**src/rtl/chnl_tx_arbiter.sv**
```systemverilog
// chnl_tx_arbiter: packet-atomic, round-robin arbiter that shares one RIFFA TX
// channel (AXI-stream, tuser = {tx_last, len}) among C_NUM_SRC producers.
// Packet end is length-driven; tlast is only cross-checked and flagged.
module chnl_tx_arbiter #(
    parameter int C_PCI_DATA_WIDTH = 32,
    parameter int C_NUM_SRC        = 4,
    parameter int C_IDX_W          = 2
) (
    input  logic                                  CLK,
    input  logic                                  RST,
    input  logic [C_NUM_SRC*C_PCI_DATA_WIDTH-1:0] s_axis_tdata,
    input  logic [C_NUM_SRC-1:0]                  s_axis_tlast,
    input  logic [C_NUM_SRC-1:0]                  s_axis_tvalid,
    output logic [C_NUM_SRC-1:0]                  s_axis_tready,
    input  logic [C_NUM_SRC*33-1:0]               s_axis_tuser,
    output logic [C_PCI_DATA_WIDTH-1:0]           m_axis_tdata,
    output logic                                  m_axis_tlast,
    output logic                                  m_axis_tvalid,
    input  logic                                  m_axis_tready,
    output logic [32:0]                           m_axis_tuser,
    output logic [C_IDX_W-1:0]                    grant_idx,
    output logic                                  busy,
    output logic                                  err_tlast
);

    localparam int DW  = C_PCI_DATA_WIDTH;
    localparam int WPB = DW / 32;

    typedef enum logic {
        ST_IDLE,
        ST_BUSY
    } state_t;

    state_t               state_q, state_d;
    logic [C_IDX_W-1:0]   grant_q, grant_d;
    logic [C_IDX_W-1:0]   rr_ptr_q, rr_ptr_d;
    logic [31:0]          cnt_q, cnt_d;
    logic [31:0]          len_q, len_d;

    logic                 req_any;
    logic [C_IDX_W-1:0]   cand;
    logic [C_IDX_W-1:0]   pick;
    logic [31:0]          pick_len;

    logic [DW-1:0]        src_data;
    logic                 src_last;
    logic                 src_valid;
    logic [32:0]          src_user;
    logic [32:0]          sum_w;
    logic                 final_beat;
    logic                 beat;

    // Round-robin scan starting just after the previous owner
    always_comb begin
        req_any  = 1'b0;
        cand     = '0;
        pick     = '0;
        pick_len = '0;
        for (int unsigned k = 1; k <= 32'(C_NUM_SRC); k++) begin
            cand = C_IDX_W'((32'(rr_ptr_q) + k) % 32'(C_NUM_SRC));
            if (!req_any && s_axis_tvalid[cand]) begin
                req_any = 1'b1;
                pick    = cand;
            end
        end
        for (int unsigned i = 0; i < 32'(C_NUM_SRC); i++) begin
            if (C_IDX_W'(i) == pick) begin
                pick_len = s_axis_tuser[i*33 +: 32];
            end
        end
    end

    // Granted-source mux and beat/final-beat detection (33-bit sum cannot wrap)
    always_comb begin
        src_data  = '0;
        src_last  = 1'b0;
        src_valid = 1'b0;
        src_user  = '0;
        for (int unsigned i = 0; i < 32'(C_NUM_SRC); i++) begin
            if (C_IDX_W'(i) == grant_q) begin
                src_data  = s_axis_tdata[i*DW +: DW];
                src_last  = s_axis_tlast[i];
                src_valid = s_axis_tvalid[i];
                src_user  = s_axis_tuser[i*33 +: 33];
            end
        end
        sum_w      = {1'b0, cnt_q} + 33'(WPB);
        final_beat = (sum_w >= {1'b0, len_q});
        beat       = (state_q == ST_BUSY) && src_valid && m_axis_tready;
    end

    // State register
    always_ff @(posedge CLK or posedge RST) begin
        if (RST) begin
            state_q  <= ST_IDLE;
            grant_q  <= '0;
            rr_ptr_q <= C_IDX_W'(C_NUM_SRC - 1);
            cnt_q    <= '0;
            len_q    <= '0;
        end else begin
            state_q  <= state_d;
            grant_q  <= grant_d;
            rr_ptr_q <= rr_ptr_d;
            cnt_q    <= cnt_d;
            len_q    <= len_d;
        end
    end

    // Next-state: grant in IDLE, count words per beat in BUSY
    always_comb begin
        state_d  = state_q;
        grant_d  = grant_q;
        rr_ptr_d = rr_ptr_q;
        cnt_d    = cnt_q;
        len_d    = len_q;
        case (state_q)
            ST_IDLE: begin
                if (req_any) begin
                    state_d = ST_BUSY;
                    grant_d = pick;
                    len_d   = pick_len;
                    cnt_d   = '0;
                end
            end
            ST_BUSY: begin
                if (beat) begin
                    if (final_beat) begin
                        state_d  = ST_IDLE;
                        rr_ptr_d = grant_q;
                    end else begin
                        cnt_d = sum_w[31:0];
                    end
                end
            end
            default: state_d = ST_IDLE;
        endcase
    end

    // Outputs: pass-through of the owner while busy, everything quiet in IDLE
    always_comb begin
        busy          = (state_q == ST_BUSY);
        grant_idx     = grant_q;
        m_axis_tdata  = src_data;
        m_axis_tlast  = src_last;
        m_axis_tuser  = src_user;
        m_axis_tvalid = (state_q == ST_BUSY) && src_valid;
        s_axis_tready = '0;
        if (state_q == ST_BUSY) begin
            s_axis_tready[grant_q] = m_axis_tready;
        end
        err_tlast     = beat && (src_last != final_beat);
    end

endmodule

```
**config.mk**
```make
export PLATFORM = sky130hd
export DESIGN_NAME = chnl_tx_arbiter
export DESIGN_NICKNAME = d
export VERILOG_FILES = /design/src/rtl/chnl_tx_arbiter.sv
export SDC_FILE = /design/constraint.sdc
export NUM_CORES = 1
export LEC_CHECK = 0
export ABC_AREA = 0
export ABC_CLOCK_PERIOD_IN_PS = 6310
export CAP_MARGIN = 10
export CORE_AREA = 2 2 134 136
export CTS_CLUSTER_SIZE = 28
export DETAILED_ROUTE_END_ITERATION = 10
export DIE_AREA = 0 0 136 138
export PLACE_DENSITY = 0.8
export SYNTH_ARGS = -nofsm -noshare
export SYNTH_HDL_FRONTEND = slang
export SYNTH_SLANG_ARGS = --single-unit
```
**constraint.sdc**
```tcl
create_clock -name CLK -period 6.31 [get_ports CLK]
set_input_delay 1.262 -clock CLK [delete_from_list [all_inputs] [get_ports CLK]]
set_output_delay 1.262 -clock CLK [all_outputs]
set_load 0.1 [all_outputs]
```
==> reports/metrics.cfg <==
[job]
maxCapViolations=0

[sta]
rsz0062_at_grt=false
drv_slew=0
fin_ws_ns=0.527
hold_viol=0
worst_pin_slew_ns=1.12
period_share_pct=91.6
max_freq_mhz=173
skew_ns=0.00707
setup_viol=0
tns_ns=0
post-route-min-period_ns=5.78
slew_headroom_pct=24.9

[synth]
synth_ff_type=dfrtp_1
syn_nets=1109
synthMuxAreaShare_pct=22.6
syn_area_mm2=0.00684
ys_ff_latch=69
syn_inst=805
synth_compound_area_share_pct=12.9
yosys.area_share.simple_pct=23.2
synth_area_per_cell_um2=8.50
synth-edff-count=0
ys_types=55
ys_seq_area_share_pct=25.3
synthArstFlopShare_pct=100
synth_top_family_by_area=simple AND/OR/NAND/NOR gates
ys_warn_count=0
synthAdderAreaFrac_pct=6.03
synthXorXnorAreaFrac_pct=3.97

[clocking]
clock_latency_ns=0.34
cts-root-buf=clkbuf_16
postCtsHoldBufs=0
cts.path.max_buffers=2
clock_sinks=69
post-cts-setup-buffer-count=0
cts_tree=built
cts_resized=0
numCtsBuffers=9
htree_levels=3
clkTransAtPathRegs_ns=0.06

[critical_path]
critPathArrivalTime_ns=4.52
cp-start-kind=flop
critPathCaptureType=primary output
crit_required_ns=5.05
critPathMaxFanout=8
critical_path_class=flop to primary output
crit_chain=nand4_4 -> nor3_1 -> and3_1 -> and3_1 -> and2_1 -> xor2_1 -> ha_1 -> nand3_1 -> or4_1 -> o21a_1 -> and3_4 -> xor2_1 -> nor2_1 -> buf_4
cp_slowest_cell=or4_1
cpPeakStageDelay_ns=0.56

[place]
numPortBuffers=345
dp.cells=1331
placed_area_mm2=0.0105
gp_congestion=0.972
place_ws_ns=1.03
hpwl_um=22400

[grt]
grt.total_usage_pct=30.6
grt_overflow=0
grt_pass1_wl_um=43500
grt_max_degree=74
first_global_vias=7664
antenna_found_initial=5

[layout]
design_area_mm2=0.0108
final_common_cell=clkdlybuf4s50_1
fill_cells=1474
area_growth_pct=57.6
drive_above_1_share_pct=9.84
finalNonFillerCells=1351
mostFrequentLayoutCells=clkdlybuf4s50_1, nand2_1, nand3_1
nets=1417

[route]
via_per_inst=5.69
drc=0
wire_per_inst_um=21.1
dr.first_iter.drc_count=610
route.vias.total=7684
dr.pass1.iters=5
routed_wl_um=28500
antenna_left=0

[floorplan]
fp.dieArea_mm2=0.0188
die_h_um=138
pin_count=346
die_w_um=136
core_area_mm2=0.0175
initial_core_util_pct=39.0
num_rows=49

[power_and_ir_drop]
p_leak_nw=4.54
ir_drop_mv=0.118
p_per_area_mw_per_mm2=191

[run_status]
status=completed

[min_path]
min_path_type=flop to flop

-- power breakdown --
| group | total [mW] | internal, mW | switching [mW] | leakage, nW |
|---|---|---|---|---|
| combinational | 0.973 | 0.380 | 0.593 | 3.52 |
| sequential | 0.533 | 0.489 | 0.0443 | 0.861 |
| clock | 0.550 | 0.357 | 0.193 | 0.157 |
| total | 2.06 | 1.23 | 0.830 | 4.54 |
-- final timing paths --
path	startpoint	end	slack, ns	depth (start not counted)
max	cnt_q[5]$_DFFE_PP0P_	err_tlast	0.53	14
min	rr_ptr_q[0]$_DFFE_PP1P_	rr_ptr_q[0]$_DFFE_PP1P_	0.51	2
max reg2reg	cnt_q[5]$_DFFE_PP0P_	cnt_q[11]$_DFFE_PP0P_	1.48	13
min reg2reg	rr_ptr_q[0]$_DFFE_PP1P_	rr_ptr_q[0]$_DFFE_PP1P_	0.51	2
max in group asynchronous	RST	grant_idx[1]$_DFFE_PP0P_	3.99	3
min in group asynchronous	RST	cnt_q[27]$_DFFE_PP0P_	1.31	2
-- stage by stage --
| stage | total power, mW | hold WS, ns | utilization [%] |
|---|---|---|---|
| 2_1_floorplan | 1.16 | 0.454 | - |
| 3_3_place_gp | 1.49 | 0.497 | 59.6 |
| 3_5_place_dp | 1.51 | 0.503 | 59.6 |
| 4_1_cts | 2.06 | 0.512 | 61.5 |
| 5_1_grt | 2.14 | 0.527 | 61.5 |
| 6_report | 2.06 | 0.513 | 61.5 |
-- state kept, by name, summed over array words and instances, names as in the netlist --
name and flops:
busy 1, len_q 32, grant_idx 2, rr_ptr_q 2
cnt_q 32
-- cell usage after synthesis, types with 3 or more instances --
cell	instances	share of area, %
buf_1	13	0.71
o31ai_1	3	0.33
and3_1	6	0.55
ha_1	33	6.0
o22ai_1	3	0.27
nand2_1	220	12
buf_2	7	0.51
nor3_1	10	0.73
inv_1	48	2.6
a21oi_1	16	1.2
xor2_1	11	1.4
o211ai_1	31	3.4
nor2_1	22	1.2
nand4_1	10	0.91
mux4_2	67	22
xnor2_1	20	2.6
clkbuf_1	35	1.9
o21ai_0	57	4.2
a31oi_1	8	0.73
nor4_1	3	0.27
nand3_1	70	5.1
dfrtp_1	67	24
a21o_1	4	0.44
-- worst max-delay path, delay by kind of cell (launching register included) --
kind | cells | cell delay [ns]
and+or+nand+nor | 9 | 2.61
DFF | 1 | 0.47
adders and majority gates | 1 | 0.30
buffers and inverters | 1 | 0.30
xor gates and xnor gates | 2 | 0.25
AOI/OAI and AO/OA | 1 | 0.24
-- layer usage --
layer	vias up	routed length [um]	GRT usage, %
met5	-	27	0
met4	4	783	8.94
met3	55	2730	9.72
met2	369	13900	49.1
met1	3729	11100	39.5
li1	3527	-	-
-- logic make-up (layout without fill, tap and decap cells) --
| family | after synthesis | in the layout |
|---|---|---|
| and+or+nand+nor | 356 | 356 |
| AOI/OAI and AO/OA | 141 | 141 |
| buffers and inverters | 105 | 418 |
| muxes | 70 | 70 |
| DFF | 69 | 69 |
| adders and majority gates | 33 | 33 |
| xor gates and xnor gates | 31 | 31 |
| other | 0 | 4 |
-- area by class of cell --
cell class                 count  area [um^2]  area share [%]
timing repair buffer         354         3520            32.6
clock inverter                 4         73.8           0.684
multi-input combinational    631         4740            43.9
antenna                        4         10.0          0.0928
clock buffer                  12          246            2.28
tap                          229          287            2.66
inverter                      48          180            1.67
sequential                    69         1740            16.1
Power figures use the tool's default switching activity.
